[src/rtl/muldiv_unit_if.sv]
// rtl/muldiv_unit_if.sv - issue/writeback handshake bundle for muldiv_unit
interface muldiv_unit_if #(
    parameter int N = 32
);
    logic         in_valid;
    logic         in_ready;
    logic [2:0]   op;
    logic [N-1:0] a;
    logic [N-1:0] b;
    logic         flush;
    logic         out_valid;
    logic         out_ready;
    logic [N-1:0] result;

    modport master (
        output in_valid, op, a, b, flush, out_ready,
        input  in_ready, out_valid, result
    );

    modport slave (
        input  in_valid, op, a, b, flush, out_ready,
        output in_ready, out_valid, result
    );
endinterface

[src/rtl/muldiv_unit.sv]
// rtl/muldiv_unit.sv - iterative N-bit multiply/divide unit, N+1 cycle latency
// Signed operation (op[2]) is built only when MULDIV_SIGNED_EN is defined.
module muldiv_unit #(
    parameter int N = 32
) (
    input  logic         clk,
    input  logic         reset,
    muldiv_unit_if.slave bus
);
    localparam int CW = $clog2(N + 1);

    typedef enum logic [1:0] {IDLE, BUSY, DONE} state_t;

    state_t         state, state_nx;
    logic [CW-1:0]  cnt;
    logic [1:0]     op_q;
    logic [N-1:0]   acc;
    logic [N-1:0]   lo;
    logic [N-1:0]   opnd;
    logic [N-1:0]   res_q;
    logic           accept;
    logic [N-1:0]   a_in, b_in;
    logic [N:0]     mul_sum;
    logic [N:0]     div_shift;
    logic [N+1:0]   div_diff;
    logic           div_ok;
    logic [2*N-1:0] prod;
    logic [N-1:0]   quo, rem;
    logic [N-1:0]   fin_res;
`ifdef MULDIV_SIGNED_EN
    logic           sa, sb;
    logic           neg_q, neg_r;
`endif

    assign accept = (state == IDLE) && bus.in_valid && !bus.flush;

    // Iteration runs on magnitudes; signs are reapplied in the final cycle.
    always_comb begin
`ifdef MULDIV_SIGNED_EN
        sa   = bus.op[2] & bus.a[N-1];
        sb   = bus.op[2] & bus.b[N-1];
        a_in = sa ? -bus.a : bus.a;
        b_in = sb ? -bus.b : bus.b;
`else
        a_in = bus.a;
        b_in = bus.b;
`endif
    end

    always_comb begin
        mul_sum   = {1'b0, acc} + (lo[0] ? {1'b0, opnd} : {(N+1){1'b0}});
        div_shift = {acc, lo[N-1]};
        div_diff  = {1'b0, div_shift} - {2'b00, opnd};
        div_ok    = !div_diff[N+1];
    end

    // Final cycle: the counter has reached zero and the raw product/quotient is settled.
    always_comb begin
        prod = {acc, lo};
        quo  = lo;
        rem  = acc;
`ifdef MULDIV_SIGNED_EN
        if (neg_q) prod = -prod;
        if (neg_q && opnd != '0) quo = -quo;
        if (neg_r) rem = -rem;
`endif
        case (op_q)
            2'b00:   fin_res = prod[N-1:0];
            2'b01:   fin_res = prod[2*N-1:N];
            2'b10:   fin_res = quo;
            default: fin_res = rem;
        endcase
    end

    always_ff @(posedge clk or posedge reset) begin
        if (reset) state <= IDLE;
        else       state <= state_nx;
    end

    always_comb begin
        state_nx      = state;
        bus.in_ready  = 1'b0;
        bus.out_valid = 1'b0;
        bus.result    = '0;
        case (state)
            IDLE: begin
                bus.in_ready = 1'b1;
                if (accept) state_nx = BUSY;
            end
            BUSY: begin
                if (bus.flush)     state_nx = IDLE;
                else if (cnt == '0) state_nx = DONE;
            end
            DONE: begin
                bus.out_valid = 1'b1;
                bus.result    = res_q;
                if (bus.flush || bus.out_ready) state_nx = IDLE;
            end
            default: state_nx = IDLE;
        endcase
    end

    always_ff @(posedge clk or posedge reset) begin
        if (reset) begin
            cnt   <= '0;
            op_q  <= '0;
            acc   <= '0;
            lo    <= '0;
            opnd  <= '0;
            res_q <= '0;
`ifdef MULDIV_SIGNED_EN
            neg_q <= 1'b0;
            neg_r <= 1'b0;
`endif
        end else begin
            case (state)
                IDLE: if (accept) begin
                    op_q  <= bus.op[1:0];
                    cnt   <= CW'(N);
                    acc   <= '0;
                    res_q <= '0;
                    if (bus.op[1]) begin
                        lo   <= a_in;
                        opnd <= b_in;
                    end else begin
                        lo   <= b_in;
                        opnd <= a_in;
                    end
`ifdef MULDIV_SIGNED_EN
                    neg_q <= sa ^ sb;
                    neg_r <= sa;
`endif
                end
                BUSY: if (!bus.flush) begin
                    if (cnt != '0) begin
                        cnt <= cnt - CW'(1);
                        if (op_q[1]) begin
                            acc <= div_ok ? div_diff[N-1:0] : div_shift[N-1:0];
                            lo  <= {lo[N-2:0], div_ok};
                        end else begin
                            acc <= mul_sum[N:1];
                            lo  <= {mul_sum[0], lo[N-1:1]};
                        end
                    end else begin
                        res_q <= fin_res;
                    end
                end
                default: ;
            endcase
        end
    end
endmodule

[src/flat_wrapper.sv]
// flat-port wrapper written by rule: the top's interface ports become plain ports
module muldiv_unit_flat 
#(
    parameter int N = 32
)
  (clk, reset, bus_in_valid, bus_op, bus_a, bus_b, bus_flush, bus_out_ready, bus_in_ready, bus_out_valid, bus_result);
  muldiv_unit_if #(.N(N)) bus_i ();
  input  logic clk;
  input  logic reset;
  input wire logic [$bits(bus_i.in_valid)-1:0] bus_in_valid;
  input wire logic [$bits(bus_i.op)-1:0] bus_op;
  input wire logic [$bits(bus_i.a)-1:0] bus_a;
  input wire logic [$bits(bus_i.b)-1:0] bus_b;
  input wire logic [$bits(bus_i.flush)-1:0] bus_flush;
  input wire logic [$bits(bus_i.out_ready)-1:0] bus_out_ready;
  output wire logic [$bits(bus_i.in_ready)-1:0] bus_in_ready;
  output wire logic [$bits(bus_i.out_valid)-1:0] bus_out_valid;
  output wire logic [$bits(bus_i.result)-1:0] bus_result;
  assign bus_i.in_valid = bus_in_valid;
  assign bus_i.op = bus_op;
  assign bus_i.a = bus_a;
  assign bus_i.b = bus_b;
  assign bus_i.flush = bus_flush;
  assign bus_i.out_ready = bus_out_ready;
  assign bus_in_ready = bus_i.in_ready;
  assign bus_out_valid = bus_i.out_valid;
  assign bus_result = bus_i.result;
  muldiv_unit #(.N(N)) u_core (.clk(clk), .reset(reset), .bus(bus_i));
endmodule
[config.mk]
export PLATFORM = sky130hd
export DESIGN_NAME = muldiv_unit_flat
export DESIGN_NICKNAME = d
export VERILOG_FILES = /design/src/rtl/muldiv_unit_if.sv /design/src/rtl/muldiv_unit.sv /design/src/flat_wrapper.sv
export SDC_FILE = /design/constraint.sdc
export NUM_CORES = 1
export LEC_CHECK = 0
export BUFFER_PORTS_ARGS = -buffer_cell sky130_fd_sc_hd__buf_2
export CAP_MARGIN = 40
export CORE_MARGIN = 2
export CORE_UTILIZATION = 50
export CTS_CLUSTER_DIAMETER = 100
export DETAILED_ROUTE_END_ITERATION = 6
export PLACE_DENSITY_LB_ADDON = 0.08
export SETUP_SLACK_MARGIN = 0.2
export SYNTH_ARGS = -nofsm -noshare
export SYNTH_HDL_FRONTEND = slang
export SYNTH_SLANG_ARGS = --single-unit
[constraint.sdc]
create_clock -name clk -period 12.35 [get_ports clk]
set_clock_uncertainty 0.15 [all_clocks]
set_input_delay 3.705 -clock clk [delete_from_list [all_inputs] [get_ports clk]]
set_output_delay 3.705 -clock clk [all_outputs]
set_load 0.03 [all_outputs]
==> results.sh <==
export IMPL_synth_fa_ha_area_frac=0.0805
export IMPL_crit_path_cell_trace="nor2_2 > buf_4 > and2_1 > buf_2"
export IMPL_die_area_um2=22700
export IMPL_drt_first_iter_violations=560
export IMPL_finalSetupViolCount=0
export IMPL_clock_latency_ns=0.43
export IMPL_vias=9373
export IMPL_crit_path_max_fanout=19
export IMPL_whs_path_depth=2
export IMPL_final_util=0.575
export IMPL_hp_start="u_core.res_q[26]$_DFFE_PP0P_"
export IMPL_status="finished clean"
export IMPL_synth_top_family_by_area="compound AO/OA/AOI/OAI gates"
export IMPL_worst_pin_slew_ns=0.885
export IMPL_required_ns=8.49
export IMPL_cts_hold_buf=0
export IMPL_fin_ws_ns=6.23
export IMPL_cp_startpoint="u_core.state[0]$_DFFE_PP0P_"
export IMPL_fmax_mhz=163
export IMPL_r2r_start="u_core.lo[0]$_DFFE_PP0P_"
export IMPL_synth_edf_count=0
export IMPL_p_comb_frac=0.545
export IMPL_cts_tree="built"
export IMPL_ctsRootBufferMaster="clkbuf_16"
export IMPL_port_buffers=104
export IMPL_synth_mux_area_frac=0.130
export IMPL_die_y_um=151
export IMPL_tns_ns=0
export IMPL_post_cts_buffers=0
export IMPL_p_clk_frac=0.178
export IMPL_ys_ff_latch=138
export IMPL_synth_ff_type="dfrtp_1"
export IMPL_viasPerCell=5.75
export IMPL_finalHoldViolCount=0
export IMPL_cp_arrival_ns=2.26
export IMPL_fin_crit_ns=6.12
export IMPL_fin_cells=1629
export IMPL_routedWlPerCell_um=17.1
export IMPL_drc=0
export IMPL_synthesis_nets=1417
export IMPL_ir_worst_vdd_uv=110
export IMPL_drt_wl_total_mm=27.9
export IMPL_synth_area_um2=10800
export IMPL_grt_ovfl_total=0
export IMPL_cts_buffers=17
export IMPL_p_int_mw=1.59
export IMPL_rows=53
export IMPL_reg2reg_to="u_core.acc[30]$_DFFE_PP0P_"
export IMPL_antenna_cells=0
export IMPL_slowest_stage="nor2_2"
export IMPL_pre_cts_slack_ns=6.28
export IMPL_synth_compound_area_frac=0.226
export IMPL_grt_pass1_wl_mm=45.8
export IMPL_rsz0062_at_grt="false"
export IMPL_netSwitchingPower_mw=1.29
export IMPL_start_util=0.510
export IMPL_mostFrequentLayoutCells="nand2_1 (151), dfrtp_1 (136), o21ai_0 (113)"
export IMPL_synthCells=1277
export IMPL_nets=1481
export IMPL_slew_violations=0
export IMPL_hp_class="reg2reg"
export IMPL_grt_pass1_vias=8867
export IMPL_synthSimpleGateAreaFrac=0.149
export IMPL_ys_seq_area_frac=0.321
export IMPL_grt_start_max_net_pins=87
export IMPL_maxCapViolCount=0
export IMPL_endpoint_kind="primary output"
export IMPL_min_to="u_core.res_q[26]$_DFFE_PP0P_"
export IMPL_post_cts_resized=0
export IMPL_dr_pass1_iters=5
export IMPL_core_um2=21100
export IMPL_syn_avg_cell_area_um2=8.43
export IMPL_slew_headroom=0.408
export IMPL_die_w_um=151
export IMPL_num_io_pins=106
export IMPL_path_class="reg2out"
export IMPL_dp_cells=1597
export IMPL_track_usage=0.255
export IMPL_regToRegSetupSlack_ns=8.06
export IMPL_ys_warn_count=0
export IMPL_rr_worst_depth=13
export IMPL_cellPowerDensity_nw_per_um2=238
export IMPL_finalCritPeriodShare=0.495
export IMPL_swShare=0.448
export IMPL_numClockSinks=138
export IMPL_crit_path_start_kind="flop"
export IMPL_clk_pin_slew_ns=0.06
export IMPL_dp_hpwl_mm=20.1
export IMPL_area_growth_pct=12.7
export IMPL_async_flop_share=1.00
export IMPL_antenna_found_initial=0
export IMPL_cp_slowest_stage_delay_ns=0.64
export IMPL_htree_levels=4
export IMPL_drive_above_1_share=0.148
export IMPL_gp_congestion=0.916
export IMPL_synth_xor_area_frac=0.0464
export IMPL_netlist_cell_type_count=70
export IMPL_final_common_cell="nand2_1"
export IMPL_ant_nets=0
export IMPL_cts_buffer_depth=2
export IMPL_p_leak_nw=5.90
export IMPL_seq_power_share=0.277
worst max-delay path: cells and delay by family, from the launching register on:
| family | cells | cell delay, ns |
|---|---|---|
| buffers and inverters | 2 | 0.55 |
| flip-flops | 1 | 0.47 |
| AND/OR/NAND/NOR | 2 | 0.80 |
power groups by stage:
stage / combinational, mW / sequential (mW) / clock, mW
after floorplan: 1.27 / 0.732 / 0
after global placement: 1.50 / 0.808 / 0
after detailed placement: 1.55 / 0.806 / 0
after CTS: 1.56 / 0.798 / 0.521
after global routing: 1.76 / 0.828 / 0.537
final: 1.57 / 0.799 / 0.513
layer usage:
metal	track usage	vias to the layer above	wire (µm)
met5	0	-	0
met3	0.0376	37	1180
met1	0.373	4440	14000
met4	0.0631	0	405
met2	0.397	209	12400
li1	-	4687	-
sequential cells by signal, summed over array words and instances, names as in the netlist:
register / count
u_core.res_q: 32
u_core.lo: 32
u_core.cnt: 6
u_core.op_q: 2
u_core.acc: 32
u_core.opnd: 32
u_core.state: 2
worst max path at each step:
stage                                             to  cells after the start
after global routing                  bus_result[21]                      5
after floorplan            u_core.acc[0]$_DFFE_PP0P_                      1
final                                 bus_result[21]                      4
after CTS                             bus_result[23]                      4
after detailed placement  u_core.acc[19]$_DFFE_PP0P_                      7
after global placement    u_core.acc[10]$_DFFE_PP0P_                      7
metrics by stage:
step	cell area, µm²	power [mW]	hold WS [ns]
floorplan	10800	2.00	0.290
global placement	11400	2.31	0.301
detailed placement	11600	2.35	0.311
CTS	12100	2.88	0.322
global route	12100	3.13	0.353
finish	12100	2.88	0.317
synth_stat cells, drive strengths merged, types with 3 or more instances:
cell | instances | area, µm²
nand2 | 152 | 571
dfrtp | 138 | 3450
o21ai | 134 | 674
nor2 | 110 | 413
mux2i | 106 | 1060
a21oi | 104 | 547
ha | 66 | 826
clkbuf | 63 | 239
inv | 53 | 199
xnor2 | 38 | 333
and2 | 35 | 219
o31ai | 34 | 269
mux2 | 30 | 338
a21o | 22 | 165
xor2 | 19 | 166
a22oi | 18 | 135
a31oi | 14 | 87.6
buf | 11 | 68.8
nand2b | 11 | 68.8
nand3 | 11 | 55.1
nor2b | 10 | 62.6
nor3 | 10 | 50.1
a211oi | 7 | 57.6
or3 | 7 | 43.8
nand4 | 6 | 37.5
o211ai | 6 | 45.0
o211a | 5 | 50.1
o221ai | 5 | 43.8
o21a | 4 | 30.0
o21bai | 4 | 30.0
and3 | 3 | 18.8
nor4 | 3 | 18.8
o31a | 3 | 26.3
area by class of cell:
cell class / count / area [µm²]
Sequential cell: 138 / 3460
Clock buffer: 20 / 437
Clock inverter: 12 / 139
Tap cell: 275 / 344
Timing Repair Buffer: 119 / 703
Multi-Input combinational cell: 1012 / 6840
Fill cell: 1981 / 8960
Inverter: 53 / 204
cell families after synthesis:
family,after synthesis
AO/OA/AOI/OAI,387
XOR/XNOR,57
adder cells (fa/ha/maj),68
buffers and inverters,127
flip-flops,138
multiplexers,136
AND/OR/NAND/NOR,364
No activity file was read; power rests on OpenSTA's default activity.
